$ cat src/rtl/aes256_inv_key_sched.sv
// Reverse AES-256 key schedule.
// Loaded with w[52..59], it regenerates the expanded key backwards one word
// per cycle and streams round keys 14 down to 0 over a valid/ready handshake.
module aes256_inv_key_sched (
    input  logic         clk,
    input  logic         rst_n,
    input  logic         start,
    input  logic [255:0] key_in,
    output logic         ready,
    output logic         rk_valid,
    input  logic         rk_ready,
    output logic [127:0] round_key,
    output logic [3:0]   round_idx,
    output logic         done
);

    typedef enum logic [1:0] {
        S_IDLE,
        S_OUT,
        S_GEN
    } state_e;

    // Forward AES S-box, entry 0 in the most significant byte.
    localparam logic [2047:0] SBOX_TBL = {
        128'h637c777bf26b6fc53001672bfed7ab76,
        128'hca82c97dfa5947f0add4a2af9ca472c0,
        128'hb7fd9326363ff7cc34a5e5f171d83115,
        128'h04c723c31896059a071280e2eb27b275,
        128'h09832c1a1b6e5aa0523bd6b329e32f84,
        128'h53d100ed20fcb15b6acbbe394a4c58cf,
        128'hd0efaafb434d338545f9027f503c9fa8,
        128'h51a3408f929d38f5bcb6da2110fff3d2,
        128'hcd0c13ec5f974417c4a77e3d645d1973,
        128'h60814fdc222a908846eeb814de5e0bdb,
        128'he0323a0a4906245cc2d3ac629195e479,
        128'he7c8376d8dd54ea96c56f4ea657aae08,
        128'hba78252e1ca6b4c6e8dd741f4bbd8b8a,
        128'h703eb5664803f60e613557b986c11d9e,
        128'he1f8981169d98e949b1e87e9ce5528df,
        128'h8ca1890dbfe6426841992d0fb054bb16
    };

    // Byte b lives at bit 2047 - 8*b, which is {~b, 3'b111}.
    function automatic logic [7:0] sbox(input logic [7:0] b);
        return SBOX_TBL[{~b, 3'b111} -: 8];
    endfunction

    // Round constant for word index i = 8*k.
    function automatic logic [7:0] rcon(input logic [2:0] k);
        logic [7:0] r;
        case (k)
            3'd1:    r = 8'h01;
            3'd2:    r = 8'h02;
            3'd3:    r = 8'h04;
            3'd4:    r = 8'h08;
            3'd5:    r = 8'h10;
            3'd6:    r = 8'h20;
            3'd7:    r = 8'h40;
            default: r = 8'h00;
        endcase
        return r;
    endfunction

    state_e      state_q, state_d;
    logic [31:0] win_q [8];   // win_q[k] holds w[i-7+k]
    logic [31:0] win_d [8];
    logic [5:0]  idx_q, idx_d;   // word index i of win_q[7]
    logic [3:0]  rnd_q, rnd_d;
    logic [1:0]  step_q, step_d;
    logic        done_q, done_d;

    logic [31:0] sub_in;
    logic [31:0] sub_out;
    logic [31:0] t_word;
    logic [31:0] new_word;

    // SubWord input: RotWord is applied first only on i mod 8 = 0 steps.
    always_comb begin
        if (idx_q[2:0] == 3'd0) begin
            sub_in = {win_q[6][23:0], win_q[6][31:24]};
        end else begin
            sub_in = win_q[6];
        end
    end

    // The four shared S-box lookups.
    always_comb begin
        // NOTE: every signal written here gets a value on every path, so no latch is inferred.
        sub_out = '0;
        for (int b = 0; b < 4; b++) begin
            sub_out[8*b +: 8] = sbox(sub_in[8*b +: 8]);
        end
    end

    // Backward step: w[i-8] = w[i] ^ T(w[i-1], i).
    always_comb begin
        case (idx_q[2:0])
            3'd0:    t_word = sub_out ^ {rcon(idx_q[5:3]), 24'h000000};
            3'd4:    t_word = sub_out;
            default: t_word = win_q[6];
        endcase
        new_word = win_q[7] ^ t_word;
    end

    // Next-state logic for the control FSM and the word window.
    always_comb begin
        state_d = state_q;
        win_d   = win_q;
        idx_d   = idx_q;
        rnd_d   = rnd_q;
        step_d  = step_q;
        done_d  = 1'b0;
        case (state_q)
            S_IDLE: begin
                if (start) begin
                    for (int k = 0; k < 8; k++) begin
                        win_d[k] = key_in[32*(7-k) +: 32];
                    end
                    idx_d   = 6'd59;
                    rnd_d   = 4'd14;
                    state_d = S_OUT;
                end
            end
            S_OUT: begin
                if (rk_ready) begin
                    if (rnd_q == 4'd14) begin
                        // Round 13 is already in the low half of the window.
                        rnd_d = 4'd13;
                    end else if (rnd_q == 4'd0) begin
                        done_d  = 1'b1;
                        state_d = S_IDLE;
                    end else begin
                        step_d  = 2'd0;
                        state_d = S_GEN;
                    end
                end
            end
            S_GEN: begin
                win_d[0] = new_word;
                for (int k = 1; k < 8; k++) begin
                    win_d[k] = win_q[k-1];
                end
                idx_d  = idx_q - 6'd1;
                step_d = step_q + 2'd1;
                if (step_q == 2'd3) begin
                    rnd_d   = rnd_q - 4'd1;
                    state_d = S_OUT;
                end
            end
            default: state_d = S_IDLE;
        endcase
    end

    // State and datapath registers.
    always_ff @(posedge clk or negedge rst_n) begin
        if (!rst_n) begin
            state_q <= S_IDLE;
            // NOTE: the window is reset because round_key is driven straight from it and must read 0 after reset.
            for (int k = 0; k < 8; k++) begin
                win_q[k] <= '0;
            end
            idx_q  <= '0;
            rnd_q  <= '0;
            step_q <= '0;
            done_q <= 1'b0;
        end else begin
            // NOTE: non-blocking assignments so every register samples pre-edge values.
            state_q <= state_d;
            win_q   <= win_d;
            idx_q   <= idx_d;
            rnd_q   <= rnd_d;
            step_q  <= step_d;
            done_q  <= done_d;
        end
    end

    assign ready     = (state_q == S_IDLE);
    assign rk_valid  = (state_q == S_OUT);
    assign round_idx = rnd_q;
    assign done      = done_q;
    // Round 14 sits in the upper half of the freshly loaded window; every
    // later round is formed in the lower half after its four GEN steps.
    assign round_key = (rnd_q == 4'd14) ? {win_q[4], win_q[5], win_q[6], win_q[7]}
                                        : {win_q[0], win_q[1], win_q[2], win_q[3]};

endmodule

$ cat config.mk
export PLATFORM = sky130hd
export DESIGN_NAME = aes256_inv_key_sched
export DESIGN_NICKNAME = d
export VERILOG_FILES = /design/src/rtl/aes256_inv_key_sched.sv
export SDC_FILE = /design/constraint.sdc
export NUM_CORES = 1
export LEC_CHECK = 0
export ABC_AREA = 1
export CAP_MARGIN = 15
export CORE_AREA = 2 2 299 301
export DETAILED_ROUTE_END_ITERATION = 10
export DIE_AREA = 0 0 301 303
export HOLD_SLACK_MARGIN = 0.03
export PLACE_DENSITY = 0.57
export SLEW_MARGIN = 20
export SYNTH_ARGS = -nofsm -noshare
export SYNTH_HDL_FRONTEND = slang
export SYNTH_SLANG_ARGS = --single-unit
$ cat constraint.sdc
create_clock -name clk -period 4 [get_ports clk]
set_input_delay 0.4 -clock clk [delete_from_list [all_inputs] [get_ports clk]]
set_output_delay 0.4 -clock clk [all_outputs]
set_load 0.005 [all_outputs]
==> flow_summary.ini <==
[finish]
final_cell_mix = nand2_1, nand3_1, clkdlybuf4s50_1
ff_latch_area_mm2 = 0.006782
syn2layout_area_growth_pct = 27.50
drive_gt1_share_pct = 7.256
utilization_pct = 37.97
num-fill-cells = 9709
final_common_cell = nand2_1
layout.nets = 5096
multiInputGateArea_mm2 = 0.01720

[critical_path]
r2r_setup_slack_ps = 180
end_kind = register
r2r-end = win_q[230]$_DFFE_PN0P_
worstSetupStartpoint = idx_q[0]$_DFFE_PN0P_
cp.required_ps = 4450
reg2regPathDepth = 19
crit_arrival_ps = 4270
reg2reg_from = idx_q[0]$_DFFE_PN0P_
crit_path_max_fanout = 20
crit_path_start_kind = register
worst-setup-path-type = register to register

[die]
start_util_pct = 29.78
fp.dieArea_mm2 = 0.09120
fp.dieW_um = 301
num_rows = 109
num_io_pins = 395
fp.dieH_um = 303
core_mm2 = 0.08797

[min_path]
hp-start = key_in[210]
whs_endpoint = win_q[210]$_DFFE_PN0P_
hold_depth = 3
worstHoldPathType = primary input to register

[drt]
firstDrtPassIters = 9
routed_via_density = 5.772
drt_wl_total_um = 156000
routed-via-count = 34420
post_drt_wl_per_cell_um = 26.15
drc = 0
first_iter_violations = 4530
ant_nets = 0

[logic_synthesis]
yosysWarnings = 0
synth_nets = 4772
synthCells = 4451
syn_area_mm2 = 0.02620
syn_area_per_cell_um2 = 5.886
ys_seq_area_share_pct = 25.88
synth_seq_cells = 271
synth_cell_types = 38

[grt]
grt_pass1_wl_um = 225200
grt_use_total_pct = 32.94
grt_pass1_vias = 32259
grt_max_degree = 168
grt_antenna_before_repair = 14
grt-ovfl-total = 0

[cts]
cts_max_level = 1
cts-root-buf = clkbuf_16
postCtsSetupBuffers = 0
clock-sinks = 271
clk_pin_slew_ps = 70
cts.path.max_buffers = 3
numCtsBuffers = 30
cts_tree = done
insertion_delay_ps = 580

[sta]
finalHoldViolations = 0
rsz0062_at_grt = no
period_share_pct = 95.41
max_freq_ghz = 0.2620
fin_crit_ps = 3816
drv_slew = 0
final-setup-viol-count = 0
fin_tns_setup_ps = 0
tightest_slew_ps = 961.9
timing.final.ws_setup_ps = 183.7
slew_headroom_pct = 35.63
clock_skew_ps = 16.95
hold_slack_ps = 383.2

[place]
dp_slack_ps = 126.0
io_buffer_count = 394
hpwlAfterDp_um = 118900
gp_routability_congestion = 0.9922

[job]
cap_violations = 0

[outcome]
outcome = complete, no violations
[Yosys cell counts]
cell       count  share of area, %
buf_4          7              0.20
nand2_4        3              0.13
o2111ai_1      1             0.033
clkinv_1       5             0.072
buf_6          7              0.30
o21a_1         1             0.029
o21bai_1       1             0.029
nor3_1         8              0.15
o21ai_1       44              0.84
a21oi_1       79               1.5
clkbuf_1     190               2.7
o21ai_4        1             0.062
o21ai_2       20              0.67
nand3b_1       8              0.23
nand4_1        7              0.17
inv_2         19              0.27
a31oi_1      133               3.2
nor4_1         2             0.048
buf_2         78               1.5
o31ai_1        1             0.029
buf_1         28              0.40
o32a_1         1             0.038
ha_1          61               2.9
inv_1        258               3.7
nand3_1      829                16
nand2_2       17              0.41
a211oi_1       3             0.086
nor2_2         3             0.072
nand2_1     1457                21
o22ai_1       10              0.24
o221ai_1       1             0.033
o21ai_0      362               6.9
dfrtp_1      271                26
or2_2          2             0.048
nor2_1       340               4.9
and2_1         1             0.024
o211ai_1     191               5.5
a21boi_0       1             0.029
[routing by layer]
| metal | wire (um) | track usage [%] | share of wire (%) | vias up |
|---|---|---|---|---|
| li1 | - | - | - | 15603 |
| met1 | 68530 | 47.13 | 44 | 16467 |
| met2 | 67330 | 50.24 | 43 | 1963 |
| met3 | 14000 | 5.736 | 9.0 | 365 |
| met4 | 5958 | 10.13 | 3.8 | 22 |
| met5 | 138 | 0 | 0.088 | - |
[registers in the layout (all words and copies together) (netlist names)]
name and count:
step_q 2, win_q 256, done 1, state_q 2, round_idx 4, idx_q 6
[kinds of logic after synthesis]
logic type / after synthesis / share of synthesized area, %
fa+ha+maj: 61 / 2.913
buf+inv: 592 / 9.155
simple gates: 2677 / 42.86
flops: 271 / 25.88
compound gates: 850 / 19.19
[area by class of cell]
cell class	instances	share of cell area (%)
clock inverters	12	0.5244
multi-input cells	3588	51.49
repair buffers	602	17.49
diodes	2	0.01498
flip-flops and latches	271	20.30
clock buffers	41	2.614
inverters	282	3.199
well taps	1165	4.364
[critical path, cell delays in order (launching register included)]
cell	delay (ps)
dfrtp_1	380
inv_1	150
ha_4	240
buf_12	220
inv_2	60
nor2_2	160
nand2_1	180
nand2_1	220
buf_4	220
nand2_1	270
nand3_1	360
nand3_1	110
nand3_1	90
nand3_1	230
nand3_1	160
nand3_2	190
nand3_1	110
nand3_1	90
nand2_1	170
nand2_1	70
[worst max-delay path by stage]
| stage | endpoint | cells after the start | slack, ps |
|---|---|---|---|
| floorplan | win_q[227]$_DFFE_PN0P_ | 22 | 920 |
| global placement | win_q[243]$_DFFE_PN0P_ | 19 | 80 |
| detailed placement | win_q[230]$_DFFE_PN0P_ | 20 | 130 |
| CTS | win_q[230]$_DFFE_PN0P_ | 20 | 90 |
| global route | win_q[239]$_DFFE_PN0P_ | 22 | 2 |
| finish | win_q[230]$_DFFE_PN0P_ | 19 | 180 |
[stage by stage]
stage,area [um^2],cells
floorplan,26200,4451
global placement,32240,5906
detailed placement,32240,5906
CTS,33300,5960
global route,33400,5963
finish,33400,5963
[repair_timing]
item / in CTS / in global routing
hold buffers: 1 / 0
gates resized for setup: 0 / 20
endpoints found under the setup margin: 0 / 27
endpoints found under the hold margin: 100 / 0
Power is not shown: default switching activity piles up to over one toggle a cycle in this logic, so the estimate is an artifact.
